### config.mk
export PLATFORM = sky130hd
export DESIGN_NAME = mem_axi_rr_bridge
export DESIGN_NICKNAME = d
export VERILOG_FILES = /design/src/rtl/mem_axi_rr_bridge.sv
export SDC_FILE = /design/constraint.sdc
export NUM_CORES = 1
export LEC_CHECK = 0
export CAP_MARGIN = 20
export CORE_AREA = 5 5 283 285
export CTS_CLUSTER_SIZE = 28
export DETAILED_ROUTE_END_ITERATION = 16
export DIE_AREA = 0 0 288 290
export PLACE_DENSITY = 0.47
export SLEW_MARGIN = 10
export SYNTH_ARGS = -nofsm -noshare
export SYNTH_HDL_FRONTEND = slang
export SYNTH_SLANG_ARGS = --single-unit
export TNS_END_PERCENT = 20
### constraint.sdc
create_clock -name clk_i -period 3.1 [get_ports clk_i]
set_clock_uncertainty 0.15 [all_clocks]
set_input_delay 0.31 -clock clk_i [delete_from_list [all_inputs] [get_ports clk_i]]
set_output_delay 0.31 -clock clk_i [all_outputs]
set_load 0.02 [all_outputs]
### src/rtl/mem_axi_rr_bridge.sv
// ---------------------------------------------------------------------------
// mem_axi_rr_bridge
//
// Shares one AXI4 master port between NumPorts TCDM-style requesters.
// A round-robin arbiter grants one requester at a time. Each granted request
// becomes a single-beat AXI transaction. Only one transaction is outstanding
// at any time, so responses are routed back to the port that was granted.
//
// Package mem_axi_pkg (below) holds the default AXI struct types
// bus_req_t / bus_resp_t (64-bit address, 64-bit data, 8-bit ID).
//
// Ports:
//   clk_i           clock, rising edge
//   rst_ni          asynchronous active-low reset
//   tcdm_req_i      per-port request
//   tcdm_gnt_o      per-port grant (onehot or zero, combinational, IDLE only)
//   tcdm_add_i      per-port byte address
//   tcdm_we_i       per-port write enable (1 = write, 0 = read)
//   tcdm_be_i       per-port byte enables for writes
//   tcdm_wdata_i    per-port write data
//   tcdm_r_valid_o  per-port one-cycle completion pulse (read or write)
//   tcdm_r_data_o   read data, shared by all ports, qualified by r_valid
//   tcdm_err_o      error flag (SLVERR/DECERR), qualified by r_valid
//   axi_req_o       AXI master request bundle
//   axi_resp_i      AXI slave response bundle
//   busy_o          high whenever the FSM is not in IDLE
//
// Handshake rule: a transfer happens on a rising edge where valid and ready
// are both high. Once raised, a valid holds its payload stable until that
// edge. Ready may be driven independently of valid. A reset is the only
// event that removes a valid early.
// ---------------------------------------------------------------------------

package mem_axi_pkg;

   typedef struct packed {
      logic [7:0]  id;
      logic [63:0] addr;
      logic [7:0]  len;
      logic [2:0]  size;
      logic [1:0]  burst;
      logic        lock;
      logic [3:0]  cache;
      logic [2:0]  prot;
      logic [3:0]  qos;
      logic [3:0]  region;
      logic [5:0]  atop;
      logic [0:0]  user;
   } aw_chan_t;

   typedef struct packed {
      logic [63:0] data;
      logic [7:0]  strb;
      logic        last;
      logic [0:0]  user;
   } w_chan_t;

   typedef struct packed {
      logic [7:0] id;
      logic [1:0] resp;
      logic [0:0] user;
   } b_chan_t;

   typedef struct packed {
      logic [7:0]  id;
      logic [63:0] addr;
      logic [7:0]  len;
      logic [2:0]  size;
      logic [1:0]  burst;
      logic        lock;
      logic [3:0]  cache;
      logic [2:0]  prot;
      logic [3:0]  qos;
      logic [3:0]  region;
      logic [0:0]  user;
   } ar_chan_t;

   typedef struct packed {
      logic [7:0]  id;
      logic [63:0] data;
      logic [1:0]  resp;
      logic        last;
      logic [0:0]  user;
   } r_chan_t;

   typedef struct packed {
      aw_chan_t aw;
      logic     aw_valid;
      w_chan_t  w;
      logic     w_valid;
      logic     b_ready;
      ar_chan_t ar;
      logic     ar_valid;
      logic     r_ready;
   } bus_req_t;

   typedef struct packed {
      logic    aw_ready;
      logic    ar_ready;
      logic    w_ready;
      logic    b_valid;
      b_chan_t b;
      logic    r_valid;
      r_chan_t r;
   } bus_resp_t;

endpackage

module mem_axi_rr_bridge #(
   parameter int unsigned NumPorts  = 2,
   parameter int unsigned AddrWidth = 64,
   parameter int unsigned DataWidth = 64,
   parameter int unsigned IdWidth   = 8,
   parameter type axi_req_t  = mem_axi_pkg::bus_req_t,
   parameter type axi_resp_t = mem_axi_pkg::bus_resp_t
) (
   input  logic                                   clk_i,
   input  logic                                   rst_ni,
   input  logic [NumPorts-1:0]                    tcdm_req_i,
   output logic [NumPorts-1:0]                    tcdm_gnt_o,
   input  logic [NumPorts-1:0][AddrWidth-1:0]     tcdm_add_i,
   input  logic [NumPorts-1:0]                    tcdm_we_i,
   input  logic [NumPorts-1:0][DataWidth/8-1:0]   tcdm_be_i,
   input  logic [NumPorts-1:0][DataWidth-1:0]     tcdm_wdata_i,
   output logic [NumPorts-1:0]                    tcdm_r_valid_o,
   output logic [DataWidth-1:0]                   tcdm_r_data_o,
   output logic                                   tcdm_err_o,
   output axi_req_t                               axi_req_o,
   input  axi_resp_t                              axi_resp_i,
   output logic                                   busy_o
);

   localparam int unsigned PtrW   = (NumPorts > 1) ? $clog2(NumPorts) : 1;
   localparam int unsigned BeW    = DataWidth / 8;
   localparam logic [2:0]  AxSize = 3'($clog2(BeW));

   typedef enum logic [2:0] {
      IDLE = 3'd0,
      WR   = 3'd1,
      WB   = 3'd2,
      RD   = 3'd3,
      RR   = 3'd4
   } state_e;

   state_e                state_q;
   logic [PtrW-1:0]       prio_q;
   logic [PtrW-1:0]       owner_q;
   logic [AddrWidth-1:0]  addr_q;
   logic [BeW-1:0]        be_q;
   logic [DataWidth-1:0]  wdata_q;

   logic                  aw_valid_q;
   logic                  w_valid_q;
   logic                  aw_done_q;
   logic                  w_done_q;
   logic                  b_ready_q;
   logic                  ar_valid_q;
   logic                  r_ready_q;

   logic [NumPorts-1:0]   r_valid_q;
   logic [DataWidth-1:0]  r_data_q;
   logic                  err_q;

   // Arbiter: first requester at or above prio_q, else first requester
   // overall. Both passes scan upward from index 0 so the lowest index wins.
   logic [PtrW-1:0]       winner;
   logic                  found;

   always_comb begin
      winner = '0;
      found  = 1'b0;
      for (int i = 0; i < int'(NumPorts); i++) begin
         if (!found && tcdm_req_i[i] && (PtrW'(i) >= prio_q)) begin
            found  = 1'b1;
            winner = PtrW'(i);
         end
      end
      for (int i = 0; i < int'(NumPorts); i++) begin
         if (!found && tcdm_req_i[i]) begin
            found  = 1'b1;
            winner = PtrW'(i);
         end
      end
   end

   // Grant is combinational so the requester sees it in the same cycle the
   // FSM captures its request. Gated by reset so nothing is granted while
   // the bridge is held in reset.
   always_comb begin
      tcdm_gnt_o = '0;
      if ((state_q == IDLE) && found && rst_ni) begin
         tcdm_gnt_o[winner] = 1'b1;
      end
   end

   logic aw_hs;
   logic w_hs;

   assign aw_hs = aw_valid_q & axi_resp_i.aw_ready;
   assign w_hs  = w_valid_q  & axi_resp_i.w_ready;

   always_ff @(posedge clk_i or negedge rst_ni) begin
      if (!rst_ni) begin
         state_q    <= IDLE;
         prio_q     <= '0;
         owner_q    <= '0;
         addr_q     <= '0;
         be_q       <= '0;
         wdata_q    <= '0;
         aw_valid_q <= 1'b0;
         w_valid_q  <= 1'b0;
         aw_done_q  <= 1'b0;
         w_done_q   <= 1'b0;
         b_ready_q  <= 1'b0;
         ar_valid_q <= 1'b0;
         r_ready_q  <= 1'b0;
         r_valid_q  <= '0;
         r_data_q   <= '0;
         err_q      <= 1'b0;
      end else begin
         // Completion pulse lasts exactly one cycle.
         r_valid_q <= '0;
         unique case (state_q)
            IDLE: begin
               if (found) begin
                  owner_q <= winner;
                  addr_q  <= tcdm_add_i[winner];
                  be_q    <= tcdm_be_i[winner];
                  wdata_q <= tcdm_wdata_i[winner];
                  prio_q  <= (winner == PtrW'(NumPorts - 1)) ? '0 : winner + 1'b1;
                  if (tcdm_we_i[winner]) begin
                     state_q    <= WR;
                     aw_valid_q <= 1'b1;
                     w_valid_q  <= 1'b1;
                     aw_done_q  <= 1'b0;
                     w_done_q   <= 1'b0;
                  end else begin
                     state_q    <= RD;
                     ar_valid_q <= 1'b1;
                  end
               end
            end
            WR: begin
               // AW and W complete independently; leave once both are done,
               // including the case where both land on the same edge.
               if (aw_hs) begin
                  aw_valid_q <= 1'b0;
                  aw_done_q  <= 1'b1;
               end
               if (w_hs) begin
                  w_valid_q <= 1'b0;
                  w_done_q  <= 1'b1;
               end
               if ((aw_done_q || aw_hs) && (w_done_q || w_hs)) begin
                  state_q   <= WB;
                  b_ready_q <= 1'b1;
               end
            end
            WB: begin
               if (axi_resp_i.b_valid) begin
                  state_q            <= IDLE;
                  b_ready_q          <= 1'b0;
                  r_valid_q[owner_q] <= 1'b1;
                  r_data_q           <= '0;
                  err_q              <= axi_resp_i.b.resp[1];
               end
            end
            RD: begin
               if (axi_resp_i.ar_ready) begin
                  state_q    <= RR;
                  ar_valid_q <= 1'b0;
                  r_ready_q  <= 1'b1;
               end
            end
            RR: begin
               if (axi_resp_i.r_valid) begin
                  state_q            <= IDLE;
                  r_ready_q          <= 1'b0;
                  r_valid_q[owner_q] <= 1'b1;
                  r_data_q           <= axi_resp_i.r.data;
                  err_q              <= axi_resp_i.r.resp[1];
               end
            end
            default: begin
               state_q <= IDLE;
            end
         endcase
      end
   end

   assign busy_o         = (state_q != IDLE);
   assign tcdm_r_valid_o = r_valid_q;
   assign tcdm_r_data_o  = r_data_q;
   assign tcdm_err_o     = err_q;

   // Request bundle: payload fields come straight from the captured request;
   // everything not listed stays zero.
   always_comb begin
      axi_req_o          = '0;

      axi_req_o.aw.id    = IdWidth'(owner_q);
      axi_req_o.aw.addr  = addr_q;
      axi_req_o.aw.len   = 8'd0;
      axi_req_o.aw.size  = AxSize;
      axi_req_o.aw.burst = 2'b01;
      axi_req_o.aw_valid = aw_valid_q;

      axi_req_o.w.data   = wdata_q;
      axi_req_o.w.strb   = be_q;
      axi_req_o.w.last   = 1'b1;
      axi_req_o.w_valid  = w_valid_q;

      axi_req_o.b_ready  = b_ready_q;

      axi_req_o.ar.id    = IdWidth'(owner_q);
      axi_req_o.ar.addr  = addr_q;
      axi_req_o.ar.len   = 8'd0;
      axi_req_o.ar.size  = AxSize;
      axi_req_o.ar.burst = 2'b01;
      axi_req_o.ar_valid = ar_valid_q;

      axi_req_o.r_ready  = r_ready_q;
   end

endmodule
# == Word-level counts from Yosys, hierarchy flattened ==
# Cells that the tools add are included.
# classes
n_addsub,1
mul,0
div,0
magnitude_cmp,6
n_eq_ne,13
shifts,0
mux,59
bitwise_logic,2
reduce_logical,30
# op_table
op,n
64-bit 2-to-1 mux,6
64-bit case mux with 2 select lines,1
1-bit 2-to-1 mux,29
8-bit 2-to-1 mux,2
2-bit inequality test (second input constant),8
1-bit case mux with 2 select lines,8
3-bit 2-to-1 mux,5
3-bit case mux with 5 select lines,1
4-bit AND reduction,3
1-bit logical AND,10
2-bit nonzero test,5
3-bit AND reduction,3
2-bit 2-to-1 mux,4
3-bit by 2-bit == test with 1-bit output (second input constant),2
5-bit AND reduction,1
1-bit by 2-bit less-than comparator with 1-bit output (second input constant),2
2-bit case mux with 2 select lines,1
3-bit by 1-bit == test with 1-bit output (second input constant),1
3-bit == test (second input constant),1
1-bit zero test,3
3-bit zero test,1
3-bit nonzero test,1
1-bit AND,2
1-bit demux with 1-bit select,2
6 further kinds,9
# totals
ff_bits,215
latchBits,0
ram_bits,0
romBits,0
input_bits,370
out_inout_bits,359
n_memories,0

# == Depth between registers and ports, before layout ==
# Gate-level depths: netlist (run 1).
# logic_depth
ltp_word,18
depth_mapped,7

# == Worst setup path before layout (run 1) ==
# OpenSTA, ideal clock, no wires.
# synth_path
path_type,register -> output
start,register state_q[1]
end,output port tcdm_gnt_o[1]
arrival_ps,1550
setup_slack_ps,1090
path_stages_with_launch,7
path_buffers,3
path_cell_list,dfrtp_1 -> buf_4 -> nor3_4 -> and3_1 -> buf_2 -> buf_2 -> and2_1
# synth_between
elab_chain_cells,4
# synth_rtl
item,line_no,source
start: declaration,145,state_e state_q;
start signal: assignment,204,state_q <= IDLE;
start signal: assignment,232,state_q <= WR;
start signal: assignment,238,state_q <= RD;
3-bit zero test,191,if ((state_q == IDLE) && found && rst_ni) begin
1-bit logical AND (2 in a row),191,
2-bit 2-to-1 mux,191,
end: declaration,120,"output logic [NumPorts-1:0] tcdm_gnt_o,"
# No other way between the ends.

# == Worst setup path in the final report (run 1) ==
# layout_path
start,register state_q[1]
end,output port tcdm_gnt_o[0]
# Same word-level chain as after synthesis.

==> results of run 1 <==
## how the worst min path moves through the flow
stage / from / slack (ns) / to / depth (start not counted)
floorplan: rst_ni / -0.14 / addr_q[0]$_DFFE_PN0N_ / 0
global placement: rst_ni / 0.08 / wdata_q[41]$_DFFE_PN0N_ / 1
detailed placement: rst_ni / 0.09 / wdata_q[41]$_DFFE_PN0N_ / 1
CTS: rst_ni / 0.02 / tcdm_r_data_o[61]$_DFFE_PN0P_ / 2
global route: rst_ni / 0.06 / wdata_q[41]$_DFFE_PN0N_ / 2
finish: rst_ni / 0.08 / wdata_q[41]$_DFFE_PN0N_ / 2
## cells in the final DEF, fill, tap and decap left out, types with 6 or more instances in the layout
cell	instances
clkdlybuf4s50_1	623
dfrtp_1	214
inv_1	140
a222oi_1	136
conb_1	82
a22o_1	64
clkbuf_16	29
clkbuf_8	9
o21ai_0	8
nand2_1	6
a21oi_1	6
buf_4	6
## power groups by stage
| stage | Sequential [uW] | Clock [uW] | Combinational [uW] |
|---|---|---|---|
| 6_report | 5080 | 3550 | 9160 |
| 4_1_cts | 5100 | 3730 | 9330 |
| 5_1_grt | 5250 | 3830 | 9840 |
| 3_5_place_dp | 5100 | 0 | 9320 |
| 3_3_place_gp | 5070 | 0 | 9260 |
| 2_1_floorplan | 6220 | 0 | 3990 |
## state kept, by name, indices dropped and copies added, names as in the netlist, 2 cells and up
| register | cells |
|---|---|
| wdata_q | 64 |
| state_q | 3 |
| be_q | 8 |
| addr_q | 64 |
| tcdm_r_data_o | 64 |
| tcdm_r_valid_o | 2 |
## cells by family after synthesis
group	count (synthesis)
muxes	1
AOI/OAI and AO/OA	226
buffers and inverters	354
and+or+nand+nor	33
DFF	215
other	2
## critical path: stages, from the launching register on
cell	delay, ns
dfrtp_1	0.53
nor3_4	0.21
and3_4	0.29
and2_1	0.18
clkdlybuf4s50_1	0.62
## layer usage
metal	vias up	GRT usage, %	routed length (microns)
met4	2	2.471	967
li1	3893	-	-
met3	58	5.275	6673
met1	4436	12.50	18090
met5	-	0	20
met2	562	18.49	23130
## cell type report
class	instances	area share, %
Inverter	140	3.043
Clock inverter	10	0.9056
Sequential cell	215	31.16
Clock buffer	41	4.984
Multi-Input combinational cell	342	15.20
Tap cell	1040	7.535
Antenna cell	2	0.02898
Timing Repair Buffer	637	37.14
## metrics by stage
stage | util, % | hold slack, ns
after floorplan | - | -0.1356
after global placement | 21.06 | 0.08443
after detailed placement | 21.06 | 0.08646
after CTS | 22.39 | 0.01579
after global routing | 22.40 | 0.06157
final | 22.40 | 0.07908
## repair_timing
action	in CTS	in global routing
buffers inserted	0	1
hold buffers	1	0
hold endpoints to repair	55	0
gates cloned	0	0
pin swaps	1	1
setup endpoints to repair	2	1
gates resized for setup	2	0
==> metrics.md, run 1 <==
| Metric | Value |
|---|---|
| Fmax | `347.9 MHz` |
| Synth Area in Compound Gates | `21.29%` |
| Ranking of synthesized cells by area | `dfrtp_1 (55%), a222oi_1 (14%), buf_4 (12%)` |
| Reg2reg end | `addr_q[2]$_DFFE_PN0N_` |
| Post-Place Cells | `2372` |
| Comb power frac | `51.5%` |
| Worst setup EP type | `output port` |
| Fin. max-slew vios | `0` |
| DIE WIDTH | `288 microns` |
| Final Cycle Share | `92.71%` |
| Post-synthesis xor/xnor area fraction | `0%` |
| Async set or reset register ratio after synthesis | `100.0%` |
| Cell row count | `102` |
| Origin of the critical flop-to-flop path | `state_q[1]$_DFFE_PN0P_` |
| Synth Area per Inst | `11.78 sq um` |
| Top cells by count, synth | `dfrtp_1 (215), buf_4 (159), inv_1 (140)` |
| Placed Area | `0.01623 sq mm` |
| Area of the multi-input gates | `0.002625 sq mm` |
| Area Growth Syn to Fin | `76.37%` |
| Worst-Margin Slew | `1.012 ns` |
| Hold WC Path Type | `in -> async` |
| Power Dens Cells | `1030 mW/mm^2` |
| Filler cell count | `8338` |
| Initial Utilization | `12.70%` |
| Total global routing overflow | `0` |
| Die Y | `290 microns` |
| Critical Path Source | `state_q[1]$_DFFE_PN0P_` |
| Net Sw Power | `7156 uW` |
| Layout cells sized above 1 | `4.910%` |
| Drt first pass iters | `7` |
| Cell with the most instances after synthesis | `dfrtp_1` |
| Clk pin slew, worst setup/hold paths | `0.06 ns` |
| Proportion of synthesized area in mux cells | `0.1022%` |
| Power Total | `17790 uW` |
| Internal reg-to-reg setup slack | `0.59 ns` |
| Largest family of logic cells by synthesized area | `buffers and inverters` |
| Mean routed wirelength per cell | `20.14 microns` |
| CTS tree | `done` |
| Post-layout net count | `1734` |
| PortBufs | `625` |
| Via-to-Cell Ratio | `3.688` |
| Post-route cell area | `0.01727 sq mm` |
| Critical path start-end classification | `reg -> out` |
| Clock Tree Buf Depth | `3` |
| GPL Wtd Cong | `0.8077` |
| Crit path max fanout | `11` |
| Residual DRC | `0` |
| Clock sink count | `215` |
| Fin crit period | `2.874 ns` |
| Status | `finished, final reports clean` |
| Pre-CTS WS | `0.3731 ns` |
| Static Leak | `0.007559 uW` |
| Synth Area in Simple Gates | `2.019%` |
| Synth top area share | `54.95%` |
| I/O pin total | `729` |
| Initial antenna violation count | `10` |
| Clock power frac | `20.0%` |
| Peak supply drop | `0.4523 mV` |
| Pint | `10630 uW` |
| H-Tree Level Count | `1` |
| First-pass GRT wire length | `69.03 mm` |
| Synth Area in Adders | `0%` |
| Register area | `0.005381 sq mm` |
| Final hold viol count | `0` |
| Total GRT Usage | `10.93%` |
| Sw Ratio | `40.23%` |
| WP data arrival | `2.41 ns` |
| Synth Warn # | `0` |
| CP Launch Type | `flip-flop` |
| Iter 0 DRT Violations | `740` |
| Most used flip-flop cell after synthesis | `dfrtp_1` |
| Cell taking the most area after synthesis | `dfrtp_1` |
| Vias | `8951` |
| Pin count of the biggest net entering global routing | `113` |
| #FFs+latches synth | `215` |
| Rel. slew slack | `32.50%` |
| Cts bufs inserted | `28` |
| WP data required | `2.64 ns` |
| Synth unique cells | `36` |
| RSZ-0062 raised after global routing | `no` |
| Worst reg2reg path depth | `5` |
| Synthesized area | `0.009792 sq mm` |
| Vias in the first global route | `9670` |
| Cell Count, Final, Fillers Out | `2427` |
| Final setup viols | `0` |
| Max-cap violation count | `0` |
| Setup WS post-layout | `0.2259 ns` |
| Routed WL | `48.88 mm` |
| Post-DP HPWL | `38.24 mm` |
| Core Box Area | `0.07708 sq mm` |
| Worst skew pair latency | `0.57 ns` |
| Post-route ant nets | `0` |
| Synthesized instance count | `831` |
| Seq pwr share | `28.5%` |
| Setup TNS | `0 ns` |
| Clock root buffer | `clkbuf_16` |
| Crit path to | `tcdm_gnt_o[0]` |
| EDFF count, synth | `0` |
| Die area | `0.08352 sq mm` |
| Register area share after synthesis | `54.95%` |
Power figures use the tool's default switching activity.
==> run 2, diff against run 1 <==
--- a/config.mk
+++ b/config.mk
@@ -7,9 +7,11 @@
 export LEC_CHECK = 0
 export CAP_MARGIN = 20
 export CORE_AREA = 5 5 283 285
+export CTS_BUF_LIST = sky130_fd_sc_hd__clkbuf_4 sky130_fd_sc_hd__clkbuf_8 sky130_fd_sc_hd__clkbuf_16
 export CTS_CLUSTER_SIZE = 28
 export DETAILED_ROUTE_END_ITERATION = 16
 export DIE_AREA = 0 0 288 290
+export HOLD_SLACK_MARGIN = 0.05
 export PLACE_DENSITY = 0.47
 export SLEW_MARGIN = 10
 export SYNTH_ARGS = -nofsm -noshare
==> metrics.md, run 2 (synthesis results as in run 1) <==
| Metric | Value |
|---|---|
| Power Dens Cells | `1030 mW/mm^2 (about the same)` |
| Hold_ws | `0.1780 ns (was 0.07908 ns)` |
| Clock sink count | `215 (unchanged)` |
| Cell row count | `102 (unchanged)` |
| Final core occ | `22.45% (was 22.40%)` |
| Crit path to | `tcdm_gnt_o[0] (unchanged)` |
| Clock root buffer | `clkbuf_16 (unchanged)` |
| Rel. slew slack | `32.58% (was 32.50%)` |
| CP peak stage delay | `0.62 ns (about the same)` |
| Initial antenna violation count | `10 (unchanged)` |
| Area Growth Syn to Fin | `76.69% (was 76.37%)` |
| First-pass GRT wire length | `69.18 mm (was 69.03 mm)` |
| Total GRT Usage | `10.97% (was 10.93%)` |
| Total global routing overflow | `0 (unchanged)` |
| Final hold viol count | `0 (unchanged)` |
| Fin. max-slew vios | `0 (unchanged)` |
| WP data required | `2.64 ns (about the same)` |
| Post-DP HPWL | `38.24 mm (unchanged)` |
| Setup TNS | `0 ns (unchanged)` |
| CP delay by family, top | `simple AND/OR/NAND/NOR gates (unchanged)` |
| Clk pin slew, worst setup/hold paths | `0.06 ns (about the same)` |
| CP Launch Type | `flip-flop (unchanged)` |
| Static Leak | `0.007579 uW (was 0.007559 uW)` |
| Most frequent cells in the layout | `clkdlybuf4s50_1 (623), dfrtp_1 (214), inv_1 (140), a222oi_1 (136), conb_1 (82) (unchanged)` |
| WP data arrival | `2.41 ns (about the same)` |
| RSZ-0062 raised after global routing | `no (unchanged)` |
| Status | `finished, final reports clean (unchanged)` |
| DIE WIDTH | `288 microns (unchanged)` |
| Residual DRC | `0 (unchanged)` |
| Cell Count, Final, Fillers Out | `2428 (was 2427)` |
| Worst-Margin Slew | `1.011 ns (was 1.012 ns)` |
| Iter 0 DRT Violations | `793 (was 740)` |
| Worst path depth | `4 (unchanged)` |
| Hold WC Path Type | `in -> async (unchanged)` |
| Via-to-Cell Ratio | `3.687 (was 3.688)` |
| Clock Tree Buf Depth | `3 (unchanged)` |
| Die area | `0.08352 sq mm (unchanged)` |
| Final Cycle Share | `92.61% (was 92.71%)` |
| Max-cap violation count | `0 (unchanged)` |
| Filler cell count | `8344 (was 8338)` |
| Die Y | `290 microns (unchanged)` |
| Vias in the first global route | `9687 (was 9670)` |
| Origin of the critical flop-to-flop path | `state_q[1]$_DFFE_PN0P_ (unchanged)` |
| Worst skew pair latency | `0.57 ns (about the same)` |
| Reg2reg end | `addr_q[2]$_DFFE_PN0N_ (unchanged)` |
| GPL Wtd Cong | `0.8077 (unchanged)` |
| CTS tree | `done (unchanged)` |
| Worst setup EP type | `output port (unchanged)` |
| Pin count of the biggest net entering global routing | `113 (unchanged)` |
| Crit path max fanout | `11 (unchanged)` |
| Internal reg-to-reg setup slack | `0.59 ns (about the same)` |
| I/O pin total | `729 (unchanged)` |
| Worst reg2reg path depth | `5 (unchanged)` |
| Routed WL | `49.00 mm (was 48.88 mm)` |
| Core Box Area | `0.07708 sq mm (unchanged)` |
| H-Tree Level Count | `1 (unchanged)` |
| Peak supply drop | `0.4505 mV (was 0.4523 mV)` |
| Cts bufs inserted | `28 (unchanged)` |
| Final setup viols | `0 (unchanged)` |
| Post-route ant nets | `0 (unchanged)` |
| Mean routed wirelength per cell | `20.18 microns (was 20.14 microns)` |
| Critical Path Source | `state_q[1]$_DFFE_PN0P_ (unchanged)` |
| Fin crit period | `2.871 ns (was 2.874 ns)` |
| PortBufs | `625 (unchanged)` |
| Fmax | `348.3 MHz (was 347.9 MHz)` |
| Layout cells sized above 1 | `5.195% (was 4.910%)` |
| Critical path start-end classification | `reg -> out (unchanged)` |
| Buf/Inv on CP | `1 (unchanged)` |
| Drt first pass iters | `10 (was 7)` |
| Vias | `8951 (unchanged)` |
| Initial Utilization | `12.70% (unchanged)` |
| Post-layout net count | `1735 (was 1734)` |
| Post-Place Cells | `2372 (unchanged)` |
| Worst path cell trace | `nor3_4 -> and3_4 -> and2_1 -> clkdlybuf4s50_1 (unchanged)` |
| CP max-delay cell | `clkdlybuf4s50_1 (unchanged)` |
| Commonest non-fill, non-tap cell in the layout | `clkdlybuf4s50_1 (unchanged)` |
==> run 2: metal layers <==
layer  wire [microns]  global-route usage (%)
met1            18230                   12.60
met4              964                   2.471
met3             6582                   5.275
met2            23200                   18.51
met5               20                       0
==> run 2: how the worst min path moves through the flow <==
stage                                                to  cells past startpoint  slack, ns
after floorplan                   addr_q[0]$_DFFE_PN0N_                      0      -0.14
after global placement          wdata_q[41]$_DFFE_PN0N_                      1       0.08
after detailed placement        wdata_q[41]$_DFFE_PN0N_                      1       0.09
after CTS                 tcdm_r_data_o[61]$_DFFE_PN0P_                      2       0.11
after global routing            wdata_q[32]$_DFFE_PN0N_                      3       0.13
final                     tcdm_r_data_o[46]$_DFFE_PN0P_                      3       0.18
==> run 2: worst min-delay path: stages <==
cell	delay, ns
dlygate4sd3_1	0.57
buf_8	0.15
buf_12	0.24
==> run 2: where the power goes <==
part	internal (uW)	switching, uW	total (uW)
sequential	4060	1020	5080
combinational	4340	4820	9160
clock	2270	1310	3580
==> run 2: final cells by class <==
type / count / area [sq um] / share of cell area (%)
Timing Repair Buffer: 638 / 6435 / 37.19
Sequential cell: 215 / 5381 / 31.10
Multi-Input combinational cell: 342 / 2625 / 15.17
Tap cell: 1040 / 1301 / 7.521
Clock buffer: 41 / 872.1 / 5.040
Inverter: 140 / 525.5 / 3.037
Clock inverter: 10 / 156.4 / 0.9040
Antenna cell: 2 / 5.005 / 0.02893
==> run 2: metrics by stage <==
step / cell area, sq um / total power, uW / worst slack (ns)
after floorplan: 10090 / 10210 / 1.090
after global placement: 16230 / 14330 / 0.4289
after detailed placement: 16230 / 14420 / 0.3731
after CTS: 17290 / 18190 / 0.004490
after global routing: 17300 / 18950 / 0.08529
final: 17300 / 17820 / 0.2291
==> run 2: what timing repair did <==
item                                    CTS  global route
pin swaps                                 1             1
endpoints found under the setup margin    2             1
hold endpoints to repair                131             0
buffers inserted                          0             1
gates resized for setup                   2             0
hold buffers                              2             0
